[src/rtl/rv32im_lsu_align.sv]
// rv32im_lsu_align: load/store alignment front end for the non-pipelined
// Wishbone memory stage. It decodes one request by funct3, rejects illegal or
// misaligned accesses without a bus cycle, and replicates store data across
// byte lanes. It issues a one-cycle data-ready pulse and follows the stage's
// busy/err handshake. For loads it extracts and extends the addressed lane.
// Every request ends with a one-cycle done pulse.
module rv32im_lsu_align #(
  parameter int XLEN = 32
) (
  input  logic            clk_i,
  input  logic            clear_ni,
  input  logic            req_i,
  output logic            ready_o,
  input  logic            we_i,
  input  logic [2:0]      funct3_i,
  input  logic [XLEN-1:0] addr_i,
  input  logic [XLEN-1:0] wdata_i,
  output logic            done_o,
  output logic [XLEN-1:0] rdata_o,
  output logic            fault_o,
  output logic [1:0]      fault_cause_o,
  output logic [XLEN-1:0] fault_addr_o,
  output logic            mem_data_ready_o,
  output logic [XLEN-1:0] mem_data_o,
  output logic [XLEN-1:0] mem_addr_o,
  output logic [1:0]      mem_word_size_o,
  output logic            mem_write_o,
  input  logic            mem_busy_i,
  input  logic            mem_err_i,
  input  logic [XLEN-1:0] mem_data_i
);

  localparam logic [2:0] S_IDLE       = 3'd0;
  localparam logic [2:0] S_ISSUE      = 3'd1;
  localparam logic [2:0] S_WAIT_START = 3'd2;
  localparam logic [2:0] S_WAIT_END   = 3'd3;
  localparam logic [2:0] S_DONE       = 3'd4;

  localparam logic [1:0] CAUSE_NONE      = 2'b00;
  localparam logic [1:0] CAUSE_MISALIGN  = 2'b01;
  localparam logic [1:0] CAUSE_BUS_ERR   = 2'b10;
  localparam logic [1:0] CAUSE_ILLEGAL   = 2'b11;

  logic [2:0]      state_reg, state_next;
  logic            we_reg;
  logic [2:0]      funct3_reg;
  logic [XLEN-1:0] addr_reg;
  logic [XLEN-1:0] mem_data_reg;
  logic            err_reg;
  logic [XLEN-1:0] rdata_reg;
  logic            fault_reg;
  logic [1:0]      cause_reg;
  logic [XLEN-1:0] fault_addr_reg;

  // ---------------------------------------------------------------------------
  // Request decode (evaluated on the incoming request while idle)
  // ---------------------------------------------------------------------------
  logic accept;
  logic illegal_in;
  logic misaligned_in;

  assign accept = (state_reg == S_IDLE) && req_i;

  // Loads allow LB/LH/LW/LBU/LHU; stores allow only SB/SH/SW.
  assign illegal_in = we_i ? (funct3_i[2] || (funct3_i[1:0] == 2'b11))
                           : ((funct3_i == 3'b011) || (funct3_i[2:1] == 2'b11));

  assign misaligned_in = ((funct3_i[1:0] == 2'b01) && addr_i[0]) ||
                         ((funct3_i[1:0] == 2'b10) && (addr_i[1:0] != 2'b00));

  // ---------------------------------------------------------------------------
  // Store data replication: the memory stage's byte select picks the lane,
  // so the narrow value simply has to appear in every lane.
  // ---------------------------------------------------------------------------
  logic [XLEN-1:0] sb_rep;
  logic [XLEN-1:0] sh_rep;
  logic [XLEN-1:0] store_data;

  for (genvar gi = 0; gi < XLEN / 8; gi++) begin : g_sb_rep
    assign sb_rep[8*gi +: 8] = wdata_i[7:0];
  end

  for (genvar gi = 0; gi < XLEN / 16; gi++) begin : g_sh_rep
    assign sh_rep[16*gi +: 16] = wdata_i[15:0];
  end

  // Pick the replicated pattern matching the access size.
  always_comb begin
    store_data = wdata_i;
    case (funct3_i[1:0])
      2'b00:   store_data = sb_rep;
      2'b01:   store_data = sh_rep;
      default: store_data = wdata_i;
    endcase
  end

  // ---------------------------------------------------------------------------
  // Load extraction from the raw word returned by the memory stage
  // ---------------------------------------------------------------------------
  logic [7:0]      lane [XLEN/8];
  logic [7:0]      byte_sel;
  logic [15:0]     half_sel;
  logic            byte_sign;
  logic            half_sign;
  logic [XLEN-1:0] load_data;

  for (genvar gi = 0; gi < XLEN / 8; gi++) begin : g_lane
    assign lane[gi] = mem_data_i[8*gi +: 8];
  end

  assign byte_sel  = lane[addr_reg[1:0]];
  assign half_sel  = addr_reg[1] ? mem_data_i[31:16] : mem_data_i[15:0];
  assign byte_sign = ~funct3_reg[2] & byte_sel[7];
  assign half_sign = ~funct3_reg[2] & half_sel[15];

  // Sign- or zero-extend the selected lane according to funct3.
  always_comb begin
    load_data = mem_data_i;
    case (funct3_reg[1:0])
      2'b00:   load_data = {{(XLEN-8){byte_sign}}, byte_sel};
      2'b01:   load_data = {{(XLEN-16){half_sign}}, half_sel};
      default: load_data = mem_data_i;
    endcase
  end

  // A bus error counts only on the rising edge of the sticky err line.
  logic bus_err;
  assign bus_err = mem_err_i & ~err_reg;

  // ---------------------------------------------------------------------------
  // Control FSM
  // ---------------------------------------------------------------------------
  // Next-state logic for the request sequence.
  always_comb begin
    state_next = state_reg;
    case (state_reg)
      S_IDLE:       if (req_i) state_next = (illegal_in || misaligned_in) ? S_DONE : S_ISSUE;
      S_ISSUE:      state_next = S_WAIT_START;
      S_WAIT_START: if (mem_busy_i) state_next = S_WAIT_END;
      S_WAIT_END:   if (!mem_busy_i) state_next = S_DONE;
      S_DONE:       state_next = S_IDLE;
      default:      state_next = S_IDLE;
    endcase
  end

  // State register and sticky-error history.
  always_ff @(posedge clk_i or negedge clear_ni) begin
    if (!clear_ni) begin
      state_reg <= S_IDLE;
      err_reg   <= 1'b0;
    end else begin
      state_reg <= state_next;
      err_reg   <= mem_err_i;
    end
  end

  // Capture the request on acceptance; these drive the memory stage until done.
  always_ff @(posedge clk_i or negedge clear_ni) begin
    if (!clear_ni) begin
      we_reg       <= 1'b0;
      funct3_reg   <= 3'b000;
      addr_reg     <= '0;
      mem_data_reg <= '0;
    end else if (accept) begin
      we_reg       <= we_i;
      funct3_reg   <= funct3_i;
      addr_reg     <= addr_i;
      mem_data_reg <= we_i ? store_data : '0;
    end
  end

  // Result registers, written only on entry to DONE and held afterwards.
  always_ff @(posedge clk_i or negedge clear_ni) begin
    if (!clear_ni) begin
      rdata_reg      <= '0;
      fault_reg      <= 1'b0;
      cause_reg      <= CAUSE_NONE;
      fault_addr_reg <= '0;
    end else if (accept && (illegal_in || misaligned_in)) begin
      rdata_reg      <= '0;
      fault_reg      <= 1'b1;
      cause_reg      <= illegal_in ? CAUSE_ILLEGAL : CAUSE_MISALIGN;
      fault_addr_reg <= addr_i;
    end else if ((state_reg == S_WAIT_END) && !mem_busy_i) begin
      if (bus_err) begin
        rdata_reg      <= '0;
        fault_reg      <= 1'b1;
        cause_reg      <= CAUSE_BUS_ERR;
        fault_addr_reg <= addr_reg;
      end else begin
        rdata_reg      <= we_reg ? '0 : load_data;
        fault_reg      <= 1'b0;
        cause_reg      <= CAUSE_NONE;
        fault_addr_reg <= '0;
      end
    end
  end

  assign ready_o          = (state_reg == S_IDLE);
  assign done_o           = (state_reg == S_DONE);
  assign mem_data_ready_o = (state_reg == S_ISSUE);
  assign mem_addr_o       = addr_reg;
  assign mem_word_size_o  = funct3_reg[1:0];
  assign mem_write_o      = we_reg;
  assign mem_data_o       = mem_data_reg;
  assign rdata_o          = rdata_reg;
  assign fault_o          = fault_reg;
  assign fault_cause_o    = cause_reg;
  assign fault_addr_o     = fault_addr_reg;

endmodule

[config.mk]
export PLATFORM = sky130hd
export DESIGN_NAME = rv32im_lsu_align
export DESIGN_NICKNAME = d
export VERILOG_FILES = /design/src/rtl/rv32im_lsu_align.sv
export SDC_FILE = /design/constraint.sdc
export NUM_CORES = 1
export LEC_CHECK = 0
export BUFFER_PORTS_ARGS = -buffer_cell sky130_fd_sc_hd__buf_2
export CAP_MARGIN = 20
export CORE_MARGIN = 2
export CORE_UTILIZATION = 39
export CTS_BUF_LIST = sky130_fd_sc_hd__clkbuf_4
export DETAILED_ROUTE_END_ITERATION = 12
export PLACE_DENSITY = 0.73
export SYNTH_ARGS = -nofsm -noshare
export SYNTH_HDL_FRONTEND = slang
export SYNTH_SLANG_ARGS = --single-unit
[constraint.sdc]
create_clock -name clk_i -period 4.8 [get_ports clk_i]
set_clock_uncertainty 0.05 [all_clocks]
set_input_delay 0.24 -clock clk_i [delete_from_list [all_inputs] [get_ports clk_i]]
set_output_delay 0.24 -clock clk_i [all_outputs]
set_load 0.03 [all_outputs]
-- Word-level counts from Yosys, hierarchy flattened
Index checks and enable logic that the tools add are counted.
- input port bits: 105
- bits in writable memories: 0
- output and inout bits: 137
- ROM bits: 0
- word-level logic and storage cells: 73
- memories kept: 0
- bits in latches: 0
- flip-flop bits (word level): 139
- divide/modulo/power cells: 0
- multiply operators: 0
- reduce and logical (&&, ||, !) cells: 16
- equal/unequal tests: 13
- order comparisons: 1
- bitwise operators: 6
- shift operators: 0
- add/subtract/negate cells: 0
- multiplexer cells: 27
- operators by type and width (kind ; count):
    $mux 32 ; 8
    $pmux 32 s2 ; 2
    $bmux 8 s2 ; 1
    $mux 16 ; 1
    $mux 8 ; 2
    $mux 3 ; 4
    $pmux 3 s4 ; 1
    $eq 3x2->1 const B ; 3
    $mux 2 ; 4
    $eq 2x2->1 const B ; 3
    $ne 2x2->1 const B ; 3
    $logic_and 1x1->1 ; 5
    $eq 2x1->1 const B ; 2
    $logic_not 2->1 ; 2
    $logic_or 1x1->1 ; 4
    $mux 1 ; 4
    $reduce_bool 2->1 ; 2
    $and 1x1->1 ; 3
    $eq 3x1->1 const B ; 1
    $eq 3x3->1 const B ; 1
    $ge 3x3->1 const B ; 1
    $logic_not 3->1 ; 1
    $not 2->3 ; 1
    $reduce_and 3->1 ; 1
    2 further kinds ; 3

-- Logic depth before layout (Yosys ltp)
Gate-level depths: netlist of run 1.
- word-level depth: 10
- depth in mapped cells: 8
- gate-level depth less buffers: 4

-- Worst setup path after synthesis of run 1
Ideal clock, no wire load.
- path kind: register to register
- from: register addr_reg[1], in the netlist mem_addr_o[1]
- to: register rdata_reg[15], in the netlist rdata_o[15]
- library setup time: 0.122 ns
- slack: 2.504 ns
- data required time: 4.628 ns
- clock period less this slack: 2.296 ns
- data arrival time: 2.124 ns
- buffers on the path: 1
- stages on the path, launching flop included: 6
- path through: dfrtp_1 > buf_2 > mux2_2 > a221oi_1 > nand2_1 > a32o_1
- cells in the longest elaborated chain, start to end: 10
- elaborated cells on any way between the ends: 11
- classes of those cells: mux: 9; bitwise: 2
- ends and longest elaborated chain (what ; line ; text):
    start: declaration ; 47 ; logic [XLEN-1:0] addr_reg;
    start signal: assignment ; 167 ; addr_reg <= addr_i;
    $not 2->3 (implied by the code) ; 111 ; assign byte_sel = lane[addr_reg[1:0]];
    $bmux 8 s2 ; 111 ;
    $mux 8 (implied by the code) (2 in a row) ; 111 ;
    $and 1x1->1 ; 113 ; assign byte_sign = ~funct3_reg[2] & byte_sel[7];
    $pmux 32 s2 * ; 119 ; case (funct3_reg[1:0])
    $mux 32 * ; 191 ; rdata_reg <= we_reg ? '0 : load_data;
    $mux 32 * ; 185 ; if (bus_err) begin
    $mux 32 * ; 184 ; end else if ((state_reg == S_WAIT_END) && !mem_busy_i) begin
    $mux 32 * ; 179 ; end else if (accept && (illegal_in || misaligned_in)) begin
    end signal: assignment ; 191 ;
    end: declaration ; 50 ; logic [XLEN-1:0] rdata_reg;
Every way passes the cells marked *; elsewhere a longest branch is shown, timed or not. The select of a mux whose other input is x is not followed.
A chain may end at the register's enable or synchronous reset.

-- Worst setup path in the final report of run 1
- from: register state_reg[2]
- to: register rdata_reg[18], in the netlist rdata_o[18]
- cells in the longest elaborated chain, start to end: 4
- elaborated cells on any way between the ends: 7
- classes of those cells: eq/ne: 1; mux: 1; reduce/logical: 5
- ends and longest elaborated chain (what ; line ; text):
    start: declaration ; 44 ; logic [2:0] state_reg, state_next;
    start signal: assignment ; 152 ; state_reg <= state_next;
    $logic_not 3->1 ; 62 ; assign accept = (state_reg == S_IDLE) && req_i;
    $logic_and 1x1->1 ; 62 ;
    $logic_and 1x1->1 ; 179 ;
    $mux 32 / $reduce_bool 2->1 (equally long branches) ; - ;
Several ways; a longest one is shown, not always the timed one.

==> results.sh, run 1 <==
export IMPL_start_util_pct=39.4
export IMPL_status="finished clean"
export IMPL_drtIter0Drc=429
export IMPL_leakagePower_uw=0.00478
export IMPL_rsz0062_at_grt="no"
export IMPL_dieArea_sq_um=17600
export IMPL_tightest_slew_ns=1.08
export IMPL_grt_usage_pct=24.2
export IMPL_cp_arrival_ns=3.37
export IMPL_io_buffer_count=241
export IMPL_synth_edf_count=0
export IMPL_synth_most_common_cell="nand2_1"
export IMPL_die_h_um=133
export IMPL_crit_family="simple AND/OR/NAND/NOR gates"
export IMPL_row_count=47
export IMPL_p_comb_share_pct=49.4
export IMPL_grt_pass1_vias=6385
export IMPL_intPower_uw=2970
export IMPL_ys_ff_latch=139
export IMPL_placed_area_sq_um=7790
export IMPL_grt_busiest_layer="met2"
export IMPL_cp_start_kind="flop"
export IMPL_r2r_end="rdata_o[18]"
export IMPL_clkTransAtPathRegs_ns=0.12
export IMPL_grt_use_met1_pct=30.5
export IMPL_setup_viol=0
export IMPL_p_clk_share_pct=14.5
export IMPL_syn_area_sq_um=6470
export IMPL_cts_num_sinks=139
export IMPL_antenna_found_initial=1
export IMPL_cts_tree="done"
export IMPL_cts_resized_gates=0
export IMPL_period_minus_slack_ns=2.95
export IMPL_max_stage_delay_ns=0.91
export IMPL_synth_main_ff_cell="dfrtp_1"
export IMPL_cp_end_kind="flop"
export IMPL_met2_usage_pct=40.0
export IMPL_vias=6450
export IMPL_cts_made_buffers=17
export IMPL_area_delta_synth_final_pct=41.2
export IMPL_post_route_period_util_pct=61.5
export IMPL_max_cap_violations=0
export IMPL_cp_num_buf_inv=0
export IMPL_gp_congestion=0.819
export IMPL_totalNegativeSetupSlack_ns=0
export IMPL_crit_path_top_delay_cell="nor3_2"
export IMPL_seqPwrFrac_pct=36.1
export IMPL_stdcell_area_sq_um=9140
export IMPL_ff2ff_path_depth=4
export IMPL_synth_top_cells_by_count="189 x nand2_1, 139 x dfrtp_1, 56 x o21ai_0"
export IMPL_met3_usage_pct=7.74
export IMPL_worstHoldPathCells=4
export IMPL_syn_area_per_cell_sq_um=9.49
export IMPL_nets=1102
export IMPL_critPathKind="flop to flop"
export IMPL_via_per_inst=5.24
export IMPL_antenna_cells=0
export IMPL_cts_buffer_depth=2
export IMPL_max_slew_margin_rel_pct=27.8
export IMPL_die_w_um=133
export IMPL_dp_hpwl_um=13100
export IMPL_hp_start="req_i"
export IMPL_wl_um=21400
export IMPL_syn_inst=682
export IMPL_max_freq_mhz=339
export IMPL_drc_errors=0
export IMPL_drive_gt1_share_pct=29.5
export IMPL_cts_root_buf="clkbuf_4"
export IMPL_grt_ovfl_total=0
export IMPL_crit_chain="nand4bb_2, nor3_2, and2_1, a221o_1"
export IMPL_ant_nets=0
export IMPL_max_vdd_ir_drop_mv=0.411
export IMPL_required_ns=5.21
export IMPL_synthesis_nets=787
export IMPL_firstDrtPassIters=5
export IMPL_rr_startpoint="state_reg[2]"
export IMPL_switching_share_pct=49.3
export IMPL_path_max_fanout=16
export IMPL_clock_latency_ns=0.54
export IMPL_grt_max_degree=103
export IMPL_pwr_density_cell_nw_per_um2=641
export IMPL_startpoint="state_reg[2]"
export IMPL_async_flop_share_pct=100
export IMPL_htreeDepth=4
export IMPL_core_area_sq_um=16400
export IMPL_slew_violations=0
export IMPL_min_delay_path_class="input pin to flop"
export IMPL_yosys_warnings=0
export IMPL_wire_per_inst_um=17.4
export IMPL_ys_types=40
export IMPL_finalHoldViolCount=0
export IMPL_ys_top_cells_by_area="dfrtp_1 54%, nand2_1 11%, mux2i_1 4.9%, o21ai_0 4.3%, a21oi_1 3.3%"
export IMPL_ios=242
export IMPL_yosys_area_top_type="dfrtp_1"
export IMPL_final_core_util_pct=55.7
export IMPL_yosysTopAreaCellShare_pct=53.8
export IMPL_power_switching_uw=2890
export IMPL_whs_endpoint="state_reg[0]"
export IMPL_regToRegSetupSlack_ns=1.85
export IMPL_synth_yosys_seq_area_share_pct=53.8
export IMPL_grt_pass1_wl_um=33700
==> worst register-to-register path: stages, from the launching register on <==
cell,delay [ns]
dfrtp_1,0.49
nand4bb_2,0.58
nor3_2,0.91
and2_1,0.61
a221o_1,0.24
==> metal layers <==
metal | vias up | share of wire [%]
met2 | 316 | 49
li1 | 2987 | -
met4 | 2 | 1.8
met3 | 39 | 8.2
met5 | - | 0.061
met1 | 3106 | 41
==> layout by cell type (no fill, tap or decap), drive strengths merged, types with 3 or more instances in the layout <==
cell type / instances
nand2b: 17
dfrtp: 139
a221o: 16
o2bb2ai: 8
nor3b: 4
nor2: 22
bufinv: 3
clkinvlp: 4
a22o: 8
nor2b: 8
a32o: 8
and3: 32
clkbuf: 18
a221oi: 3
nand2: 189
buf: 248
a21oi: 43
nand3: 8
o21ai: 59
dlygate4sd3: 103
inv: 8
mux2i: 32
mux2: 9
nor3: 6
==> logic make-up (layout without fill, tap and decap cells) <==
| logic type | after synthesis | count (layout) | share of synthesized area [%] |
|---|---|---|---|
| AND/OR/NAND/NOR | 296 | 296 | 20.9 |
| flip-flops | 139 | 139 | 53.8 |
| multiplexers | 41 | 41 | 6.52 |
| buffers and inverters | 57 | 385 | 3.83 |
| AO/OA/AOI/OAI | 149 | 149 | 15.0 |
==> how the worst max path moves through the flow <==
stage | end | slack, ns | cells after the start
floorplan | rdata_o[15] | 2.50 | 5
global placement | rdata_o[28] | 1.88 | 4
detailed placement | rdata_o[18] | 1.88 | 4
CTS | rdata_o[18] | 1.85 | 4
global route | rdata_o[28] | 1.60 | 4
finish | rdata_o[18] | 1.85 | 4
==> power by group through the flow <==
| stage | sequential, uW | clock [uW] | combinational [uW] |
|---|---|---|---|
| 3_3_place_gp | 2110 | 0 | 2770 |
| 3_5_place_dp | 2120 | 0 | 2810 |
| 4_1_cts | 2100 | 877 | 2880 |
| 6_report | 2120 | 848 | 2890 |
| 2_1_floorplan | 2980 | 0 | 1040 |
| 5_1_grt | 2180 | 927 | 3100 |
==> area by class of cell <==
cell class                 instances  area [sq um]
timing repair buffer             351          2300
multi-input combinational        486          2760
fill                            1409          7270
inverter                           2          7.51
clock inverter                    14           184
clock buffer                      18           135
tap                              220           275
sequential                       139          3480
==> per-stage QoR <==
step	worst slack [ns]	power, uW	hold slack, ns	cells
global route	1.60	6210	0.0105	1230
global placement	1.88	4880	0.310	1095
floorplan	2.50	4020	-0.106	682
detailed placement	1.88	4930	0.309	1095
finish	1.85	5850	0.0703	1230
CTS	1.85	5860	0.00763	1230
==> repair_timing <==
item | 4_1_cts | 5_1_grt
buffers inserted | 0 | 0
endpoints found under the hold margin | 234 | 0
endpoints found under the setup margin | 0 | 0
hold buffers | 103 | 0
(Power assumes the default switching activity.)
==> run 2: changes to the inputs <==
Settings changed: PLACE_DENSITY 0.73 to 0.75.
Clock period 4.8 ns to 2.65 ns, I/O delays scaled along.
==> results.sh, run 2 (synthesized netlist as in run 1, its figures left out) <==
export IMPL_cts_made_buffers=17
export IMPL_ant_nets=0
export IMPL_firstDrtPassIters=5
export IMPL_required_ns=3.03
export IMPL_status="finished clean"
export IMPL_rr_startpoint="state_reg[0]"
export IMPL_tightest_slew_ns=0.809
export IMPL_grt_pass1_wl_um=35500
export IMPL_die_h_um=133
export IMPL_clkTransAtPathRegs_ns=0.13
export IMPL_stdcell_area_sq_um=9390
export IMPL_cp_arrival_ns=2.73
export IMPL_crit_chain="or4b_2, nor3_4, nor2_2, buf_4, a221o_1"
export IMPL_grt_ovfl_total=0
export IMPL_grt_max_degree=76
export IMPL_io_buffer_count=241
export IMPL_row_count=47
export IMPL_max_slew_margin_rel_pct=46.0
export IMPL_max_vdd_ir_drop_mv=0.569
export IMPL_cts_resized_gates=0
export IMPL_setup_viol=0
export IMPL_cp_end_kind="flop"
export IMPL_finalPower_uw=10600
export IMPL_die_w_um=133
export IMPL_min_delay_path_class="input pin to async pin"
export IMPL_area_delta_synth_final_pct=45.1
export IMPL_cp_start_kind="flop"
export IMPL_max_freq_mhz=425
export IMPL_grt_pass1_vias=6725
export IMPL_via_per_inst=5.30
export IMPL_slew_violations=0
export IMPL_dp_hpwl_um=13500
export IMPL_startpoint="state_reg[0]"
export IMPL_final_core_util_pct=57.2
export IMPL_vias=6679
export IMPL_placed_area_sq_um=7910
export IMPL_nets=1132
export IMPL_nFillCells=1349
export IMPL_dieArea_sq_um=17600
export IMPL_wl_um=22400
export IMPL_fin_ws_ns=0.300
export IMPL_grt_usage_pct=25.6
export IMPL_ff2ff_path_depth=5
export IMPL_drc_errors=0
export IMPL_critPathKind="flop to flop"
export IMPL_final_common_cell="buf_2"
export IMPL_start_util_pct=39.4
export IMPL_cts_root_buf="clkbuf_4"
export IMPL_leakagePower_uw=0.00490
export IMPL_htreeDepth=4
export IMPL_totalNegativeSetupSlack_ns=0
export IMPL_cts_tree="done"
export IMPL_core_area_sq_um=16400
export IMPL_cts_buffer_depth=2
export IMPL_pwr_density_cell_nw_per_um2=1130
export IMPL_final_cell_mix="240 x buf_2, 189 x nand2_1, 139 x dfrtp_1, 120 x dlygate4sd3_1, 56 x o21ai_0"
export IMPL_max_cap_violations=0
export IMPL_crit_path_top_delay_cell="or4b_2"
export IMPL_rsz0062_at_grt="no"
export IMPL_post_route_period_util_pct=88.7
export IMPL_gp_congestion=0.792
export IMPL_finalHoldViolCount=0
export IMPL_path_max_fanout=33
export IMPL_wire_per_inst_um=17.7
export IMPL_drtIter0Drc=350
export IMPL_max_stage_delay_ns=0.70
export IMPL_drive_gt1_share_pct=29.7
export IMPL_ios=242
export IMPL_clock_latency_ns=0.54
export IMPL_cts_num_sinks=139
export IMPL_dp_slack_ns=0.323
export IMPL_antenna_found_initial=1
export IMPL_period_minus_slack_ns=2.35
run 2: changes by cell type in the layout (fill, tap and decap cells not counted), moves of 2 or more:
| cell | delta |
|---|---|
| dlygate4sd3_1 | +17 |
| buf_4 | +11 |
| inv_6 | -4 |
| clkinv_2 | +3 |
| buf_12 | +2 |
| clkbuf_4 | +2 |
| clkinv_1 | +2 |
| clkinvlp_4 | -2 |
run 2: final timing paths:
| check | to | slack [ns] |
|---|---|---|
| setup reg to reg | rdata_o[20] | 0.30 |
| min in group clk_i | err_reg | 0.22 |
| setup / recovery | rdata_o[20] | 0.30 |
| max in group asynchronous | mem_data_o[0] | 1.66 |
| hold reg to reg | mem_data_o[3] | 0.43 |
| hold / removal | fault_addr_o[15] | 0.13 |
run 2: worst max-delay path: cells and delay by family, from the launching register on:
kind	cells	cell delay, ns
simple gates	3	1.03
flops	1	0.50
compound gates	1	0.40
buf+inv	1	0.24
run 2: stage by stage:
stage	hold WS [ns]	std cells
6_report	0.126	1261
3_3_place_gp	0.144	1108
5_1_grt	0.113	1261
4_1_cts	0.0859	1260
2_1_floorplan	-0.213	682
3_5_place_dp	0.152	1108
run 2: report_power, final:
| part | switching (uW) | internal (uW) |
|---|---|---|
| registers | 670 | 3050 |
| clock network | 790 | 585 |
| logic | 3770 | 1740 |
| total | 5230 | 5380 |
run 2: cell type report:
type	count	area, sq um	area share [%]
Sequential cell	139	3480	37.1
Multi-Input combinational cell	486	2760	29.4
Timing Repair Buffer	381	2590	27.6
Tap cell	220	275	2.93
Clock buffer	20	150	1.60
Clock inverter	12	124	1.32
Inverter	2	7.51	0.0800
Antenna cell	1	2.50	0.0267
run 2: what timing repair did:
item | in CTS | in global routing
hold buffers | 120 | 0
endpoints found under the hold margin | 202 | 0
buffers inserted | 0 | 0
run 2: routing by layer:
layer,share of wire (%),global-route usage (%),vias to the layer above
li1,-,-,3046
met1,40,31.3,3232
met2,49,42.3,345
met3,8.4,8.16,56
met4,3.2,10.0,0
met5,0,0,-
